<file path="src/rtl/uart_tx_arbiter.sv">
// Round-robin arbiter that lends one UART transmitter to two byte-stream requesters.
// A grant holds the UART for one packet. Release happens on the last byte, a dropped request or an idle timeout.
module uart_tx_arbiter #(
   parameter logic [15:0] TIMEOUT = 16'd50000
) (
   input  logic       Clock,
   input  logic       Reset,
   input  logic       a_req,
   input  logic       b_req,
   output logic       a_gnt,
   output logic       b_gnt,
   input  logic       a_send,
   input  logic       b_send,
   input  logic [7:0] a_data,
   input  logic [7:0] b_data,
   input  logic       a_last,
   input  logic       b_last,
   output logic       a_ready,
   output logic       b_ready,
   output logic       a_finish,
   output logic       b_finish,
   input  logic       tx_ready,
   output logic       tx_send,
   output logic [7:0] tx_data,
   input  logic       tx_finish,
   output logic [1:0] owner,
   output logic       timeout
);

   typedef enum logic [1:0] {
      ST_IDLE  = 2'd0,
      ST_GRANT = 2'd1,
      ST_SEND  = 2'd2,
      ST_WAIT  = 2'd3
   } state_e;

   localparam logic [1:0] OWN_NONE = 2'b00;
   localparam logic [1:0] OWN_A    = 2'b01;
   localparam logic [1:0] OWN_B    = 2'b10;

   state_e      state_q;
   logic [1:0]  owner_q;
   logic        last_served_q;   // 1'b1 means B was served most recently
   logic        last_flag_q;
   logic [15:0] cnt_q;
   logic [15:0] cnt_d;
   logic [7:0]  tx_data_q;
   logic        tx_send_q;
   logic        a_finish_q;
   logic        b_finish_q;
   logic        timeout_q;
   logic [1:0]  grant_d;

   logic        own_req_s;
   logic        own_send_s;
   logic        own_last_s;
   logic [7:0]  own_data_s;
   logic        accept_s;
   logic        in_grant_s;

   // Steer the current owner's handshake inputs onto a common set of signals.
   always_comb begin
      own_req_s  = 1'b0;
      own_send_s = 1'b0;
      own_last_s = 1'b0;
      own_data_s = 8'h00;
      case (owner_q)
         OWN_A: begin
            own_req_s  = a_req;
            own_send_s = a_send;
            own_last_s = a_last;
            own_data_s = a_data;
         end
         OWN_B: begin
            own_req_s  = b_req;
            own_send_s = b_send;
            own_last_s = b_last;
            own_data_s = b_data;
         end
         default: begin
            own_req_s  = 1'b0;
            own_send_s = 1'b0;
            own_last_s = 1'b0;
            own_data_s = 8'h00;
         end
      endcase
   end

   // Round-robin choice used when leaving IDLE; ties go to whoever was not served last.
   always_comb begin
      if (a_req && b_req) begin
         grant_d = last_served_q ? OWN_A : OWN_B;
      end else if (a_req) begin
         grant_d = OWN_A;
      end else if (b_req) begin
         grant_d = OWN_B;
      end else begin
         grant_d = OWN_NONE;
      end
   end

   assign in_grant_s = (state_q == ST_GRANT);
   assign accept_s   = in_grant_s && own_send_s && tx_ready;

   // Idle counter runs only while the owner could send but does not; it saturates.
   always_comb begin
      if (in_grant_s && tx_ready && !accept_s && (cnt_q != 16'hFFFF)) begin
         cnt_d = cnt_q + 16'd1;
      end else begin
         cnt_d = cnt_q;
      end
   end

   assign a_ready  = in_grant_s && (owner_q == OWN_A) && tx_ready;
   assign b_ready  = in_grant_s && (owner_q == OWN_B) && tx_ready;
   assign a_gnt    = owner_q[0];
   assign b_gnt    = owner_q[1];
   assign owner    = owner_q;
   assign tx_send  = tx_send_q;
   assign tx_data  = tx_data_q;
   assign a_finish = a_finish_q;
   assign b_finish = b_finish_q;
   assign timeout  = timeout_q;

   // Arbitration and byte-forwarding state machine with registered outputs.
   always_ff @(posedge Clock or negedge Reset) begin
      if (!Reset) begin
         state_q       <= ST_IDLE;
         owner_q       <= OWN_NONE;
         last_served_q <= 1'b1;
         last_flag_q   <= 1'b0;
         cnt_q         <= 16'd0;
         tx_data_q     <= 8'h00;
         tx_send_q     <= 1'b0;
         a_finish_q    <= 1'b0;
         b_finish_q    <= 1'b0;
         timeout_q     <= 1'b0;
      end else begin
         tx_send_q  <= 1'b0;
         a_finish_q <= 1'b0;
         b_finish_q <= 1'b0;
         timeout_q  <= 1'b0;
         case (state_q)
            ST_IDLE: begin
               if (grant_d != OWN_NONE) begin
                  owner_q <= grant_d;
                  cnt_q   <= 16'd0;
                  state_q <= ST_GRANT;
               end else begin
                  state_q <= ST_IDLE;
               end
            end
            ST_GRANT: begin
               if (accept_s) begin
                  tx_data_q   <= own_data_s;
                  last_flag_q <= own_last_s;
                  tx_send_q   <= 1'b1;
                  state_q     <= ST_SEND;
               end else if (!own_req_s) begin
                  state_q       <= ST_IDLE;
                  owner_q       <= OWN_NONE;
                  last_served_q <= (owner_q == OWN_B);
                  cnt_q         <= 16'd0;
               end else if (cnt_q >= TIMEOUT) begin
                  state_q       <= ST_IDLE;
                  owner_q       <= OWN_NONE;
                  last_served_q <= (owner_q == OWN_B);
                  cnt_q         <= 16'd0;
                  timeout_q     <= 1'b1;
               end else begin
                  cnt_q <= cnt_d;
               end
            end
            ST_SEND: begin
               state_q <= ST_WAIT;
            end
            ST_WAIT: begin
               if (tx_finish) begin
                  a_finish_q <= (owner_q == OWN_A);
                  b_finish_q <= (owner_q == OWN_B);
                  if (last_flag_q || !own_req_s) begin
                     state_q       <= ST_IDLE;
                     owner_q       <= OWN_NONE;
                     last_served_q <= (owner_q == OWN_B);
                  end else begin
                     state_q <= ST_GRANT;
                  end
                  cnt_q <= 16'd0;
               end else begin
                  state_q <= ST_WAIT;
               end
            end
            default: begin
               state_q <= ST_IDLE;
               owner_q <= OWN_NONE;
               cnt_q   <= 16'd0;
            end
         endcase
      end
   end

endmodule

</file>
<file path="config.mk">
export PLATFORM = sky130hd
export DESIGN_NAME = uart_tx_arbiter
export DESIGN_NICKNAME = d
export VERILOG_FILES = /design/src/rtl/uart_tx_arbiter.sv
export SDC_FILE = /design/constraint.sdc
export NUM_CORES = 1
export LEC_CHECK = 0
export BUFFER_PORTS_ARGS = -buffer_cell sky130_fd_sc_hd__clkbuf_2
export CORE_ASPECT_RATIO = 0.5
export CORE_UTILIZATION = 45
export CTS_CLUSTER_SIZE = 30
export DETAILED_ROUTE_END_ITERATION = 12
export GPL_TIMING_DRIVEN = 0
export PLACE_DENSITY = 0.78
export REMOVE_ABC_BUFFERS = 1
export SETUP_SLACK_MARGIN = 0.05
export SKIP_CTS_REPAIR_TIMING = 1
export SYNTH_ARGS = -nofsm -noshare
export SYNTH_HDL_FRONTEND = slang
export SYNTH_SLANG_ARGS = --single-unit
export TNS_END_PERCENT = 5
</file>
<file path="constraint.sdc">
create_clock -name Clock -period 2.33 [get_ports Clock]
set_input_delay 0.466 -clock Clock [delete_from_list [all_inputs] [get_ports Clock]]
set_output_delay 0.466 -clock Clock [all_outputs]
set_load 0.005 [all_outputs]
</file>
* Yosys cells after proc, flatten, opt, wreduce, memory -nomap -nowiden
Cells that the tools add are included.
** Word-level totals
- Flip-flop bits (word level) :: 34
- Output and inout bits :: 18
** Operators by class
- $add $sub $neg :: 1
- $lt $le $gt $ge :: 1
- Equal/unequal tests :: 13
- Muxes and demuxes :: 43
- Reduce and logical (&&, ||, !) cells :: 21
** Operator list (number)
- $mux W16 :: 6
- $pmux W16 S3 :: 1
- $mux W2 :: 12
- $mux W1 :: 17
- $add A16 B1 Y16 const B :: 1
- $ge A16 B16 Y1 const B :: 1
- $ne A16 B16 Y1 const B :: 1
- $pmux W8 S2 :: 1
- $logic_and A1 B1 Y1 :: 10
- $reduce_and A5 Y1 :: 2
- $ne A2 B2 Y1 const B :: 4
- $pmux W1 S2 :: 4
- $pmux W2 S4 :: 1
- $eq A2 B2 Y1 const B :: 3
- $pmux W2 S3 :: 1
- $reduce_and A6 Y1 :: 1
- $eq A2 B1 Y1 const B :: 2
- $ne A4 B2 Y1 const B :: 1
- $ne A4 B3 Y1 const B :: 1
- $reduce_bool A2 Y1 :: 2
- $ne A3 B2 Y1 const B :: 1
- $reduce_bool A3 Y1 :: 1
- $logic_not A1 Y1 :: 2
- $logic_not A2 Y1 :: 1
- other kinds (2) :: 2

* Longest topological paths before layout
- Depth in word-level cells :: 12
- Depth in mapped cells :: 9
- Depth with buffers taken out :: 8

* Least setup slack after synthesis
Ideal clock, no wire load.
- Kind :: register -> register
- Start :: reg owner_q[0], in the netlist owner[0]
- End :: reg cnt_q[0]
- Library setup time :: 0.121 ns
- Data arrival time :: 2.152 ns
- Required time :: 2.209 ns
- Slack :: 0.057 ns
- Stages on the path, launching flop included :: 10
- Path buffers :: 1
- Cell sequence :: dfrtp_1 -> inv_1 -> ha_1 -> a22oi_1 -> or3_2 -> buf_6 -> inv_1 -> a221oi_1 -> o21ai_0 -> a22o_1
** Between the ends
- Word-level cells in the longest chain between the ends :: 9
- Elaborated cells on any way between the ends :: 15
- Classes of those cells :: 4 x eq/ne; 5 x mux; 6 x reduce/logical
** RTL lines
- start, declared :: line 42 : logic [1:0] owner_q;
- start signal, assigned :: line 146 : owner_q <= grant_d;
- $eq A2 B2 Y1 or $eq A2 B1 Y1 (tied branches) :: line 67 : case (owner_q)
- $pmux W1 S2 :: line 67
- $logic_and A1 B1 Y1 (2 in a row) :: line 103 : assign accept_s = in_grant_s && own_send_s && tx_ready;
- $logic_not A1 Y1 :: line 107 : if (in_grant_s && tx_ready && !accept_s && (cnt_q != 16'hFFFF)) begin
- $logic_and A1 B1 Y1 (2 in a row) :: line 107
- $ne A4 B2 Y1 (no line)
- $reduce_and A5 Y1 (no line)
- end signal, assigned :: line 171 : cnt_q <= cnt_d;
- end, declared :: line 45 : logic [15:0] cnt_q;
Parallel ways exist; a longest one is shown, timed or not. The select of a mux whose other input is x is not followed.
A chain may end at the register's enable or synchronous reset.

* Final worst setup path
- Start :: reg cnt_q[12]
- End :: reg owner_q[1], in the netlist owner[1]
** Between the ends
- Word-level cells in the longest chain between the ends :: 3
** RTL lines
- $ge A16 B16 Y1 :: line 164 : end else if (cnt_q >= TIMEOUT) begin
- $ne A3 B2 Y1 (no line)
- $reduce_and A6 Y1 (no line)
No other way between the ends.

==> metrics.cfg <==
[status]
run_status=complete, no violations

[route]
ant_nets=0
vias_per_cell=6.02
post_drt_wl_per_cell_um=15.9
first_pass_iters=5
drc_errors=0
vias=1919
drtIter0Drc=166
finalWirelength_mm=5.06

[placed_design]
dpl-instance-area_um2=2180
portBuffers=43
dp.cells=289
gp_congestion=0.883
hpwl_mm=3.16

[critical_path]
rr_worst_depth=7
worstPathCellList=or4_4 > a2111oi_4 > buf_4 > and2_4 > a311oi_2 > buf_4 > mux2_4
cpMaxStageDelayCell=or4_4
worstPathRequired_ns=2.50
r2r_setup_slack_ns=0.04
r2r_start=cnt_q[12]
cp_common_cell=buf_4
cpPeakStageDelay_ns=0.56
end_kind=flop
worstSetupPathType=reg -> reg
worstReg2RegEnd=owner[1]
critPathMaxFanout=4
cp-start-kind=flop
cp.arrival_ns=2.46

[logic_synthesis]
ys_types=53
synth_area_per_cell_um2=9.70
ys.warnings.count=0
synth_largest_area_cell=dfrtp_1
yosysMostFrequentCell=dfrtp_1
ys_seq_area_share_pct=43.0
synth_seq_cells=34
synthCells=204
synthFlopType=dfrtp_1
synth_top_area_share_pct=41.7
synthArstFlopShare_pct=100
synth.cell_area_um2=1980
netlist_top_cells_area=dfrtp_1, a21o_1, a22oi_1
yosys-top-cells-count=dfrtp_1, nand2_1, o21ai_0
synth_edf_count=0

[timing]
hold_viol_final=0
grt_setup_unrepaired=true
setup_viol=0
finClkSkew_ns=0.00629
worst_slew_pin_slew_ns=0.836
max_slew_margin_pct=44.3
period_needed_ns=2.29
setup_tns_ns=0
slew_viol_final=0
fin_crit_sh_pct=98.1
fmax_mhz=437

[clock_network]
numClockSinks=34
ctsRootBufferMaster=clkbuf_8
clk_pin_slew_ns=0.07
insertion_delay_ns=0.29
ctsLongestPathBuffers=2
cts_max_level=2
cts_tree=yes
cts_buffers=5

[final_layout]
final_area_um2=2520
fill_cells=316
drive_gt1_share_pct=39.2
n_antenna_cell=0
syn_to_final_growth_pct=27.2
layout.nets=294
final_cells=319

[floorplanning]
dieArea_um2=4680
pin_count=44
die_h_um=48.9
start_util_pct=48.7
fp.dieW_um=95.8
row_count=16
coreArea_um2=4060

[global_routing]
grt_pass1_wl_mm=7.66
overflow=0
grt_pass1_vias=1617
antenna_found_initial=0
grt_usage_pct=21.5
grt_max_degree=35

[power]
p_leak_nw=1.21
power_density_nw_per_um2=817
irDropWorstVdd_mv=0.763

[min_path]
hp-class=in -> async

[job]
drv_cap=0

[critical path, delay by kind of cell (launching register included)]
kind,cells,cell delay (ns)
DFF,1,0.41
AOI/OAI and AO/OA,2,0.38
muxes,1,0.29
and+or+nand+nor,2,0.72
buffers and inverters,2,0.37
[metrics by stage]
| stage | util, % | hold slack [ns] | total power (W) | setup slack, ns |
|---|---|---|---|---|
| floorplan | - | 0.170 | 0.00120 | -0.213 |
| finish | 61.9 | 0.266 | 0.00206 | 0.0440 |
| global route | 61.9 | 0.343 | 0.00219 | -0.00355 |
| CTS | 55.7 | 0.303 | 0.00185 | -0.907 |
| detailed placement | 53.6 | 0.470 | 0.00143 | -0.890 |
| global placement | 53.6 | 0.465 | 0.00141 | -0.765 |
[cells in the final DEF (no fill, tap or decap), drive strengths merged, types with 8 or more instances in the layout]
| cell | n |
|---|---|
| o21ai | 14 |
| a22oi | 11 |
| nand2 | 21 |
| nor3 | 10 |
| dfrtp | 33 |
| buf | 20 |
| a21o | 12 |
| inv | 10 |
| nand3 | 8 |
| clkbuf | 50 |
[report_power, final]
part	switching, W	leakage, nW	internal, W
Clock	0.000220	0.0450	0.000207
Combinational	0.000445	0.703	0.000413
Sequential	0.0000975	0.461	0.000674
[state kept, by name, summed over array words and instances, names as in the netlist]
register	flops
a_finish	1
b_finish	1
cnt_q	16
last_flag_q	1
last_served_q	1
owner	2
state_q	2
timeout	1
tx_data	8
tx_send	1
[cell families (layout without fill, tap and decap cells)]
logic type | count (synthesis) | count (layout) | share of synthesized area, %
buf+inv | 22 | 82 | 6.07
mux | 3 | 3 | 1.83
compound gates | 70 | 70 | 26.9
flops | 34 | 34 | 43.0
simple gates | 71 | 72 | 19.6
fa+ha+maj | 4 | 4 | 2.53
[worst max path at each step]
stage                         start       end  cells after the start
after global placement     owner[0]  cnt_q[0]                      8
after floorplan            owner[0]  cnt_q[0]                      8
after global routing       owner[0]  owner[1]                      8
after CTS                  owner[0]  cnt_q[0]                      8
after detailed placement   owner[0]  cnt_q[0]                      8
final                     cnt_q[12]  owner[1]                      7
[cell type report]
type                       count  area, um2  share of cell area, %
multi-input combinational    149       1100                   43.9
sequential                    34        856                   34.0
timing repair buffer          64        369                   14.7
clock buffer                   6       72.6                   2.88
tap                           54       67.6                   2.68
inverter                      10       37.5                   1.49
clock inverter                 2       10.0                  0.398
[metal layers]
metal,wire length [um],up-vias,GRT usage [%]
li1,-,899,-
met1,2260,909,29.8
met2,2360,98,32.9
met3,359,13,6.23
met4,85,0,5.72
met5,0,-,0
Power figures use the tool's default switching activity.
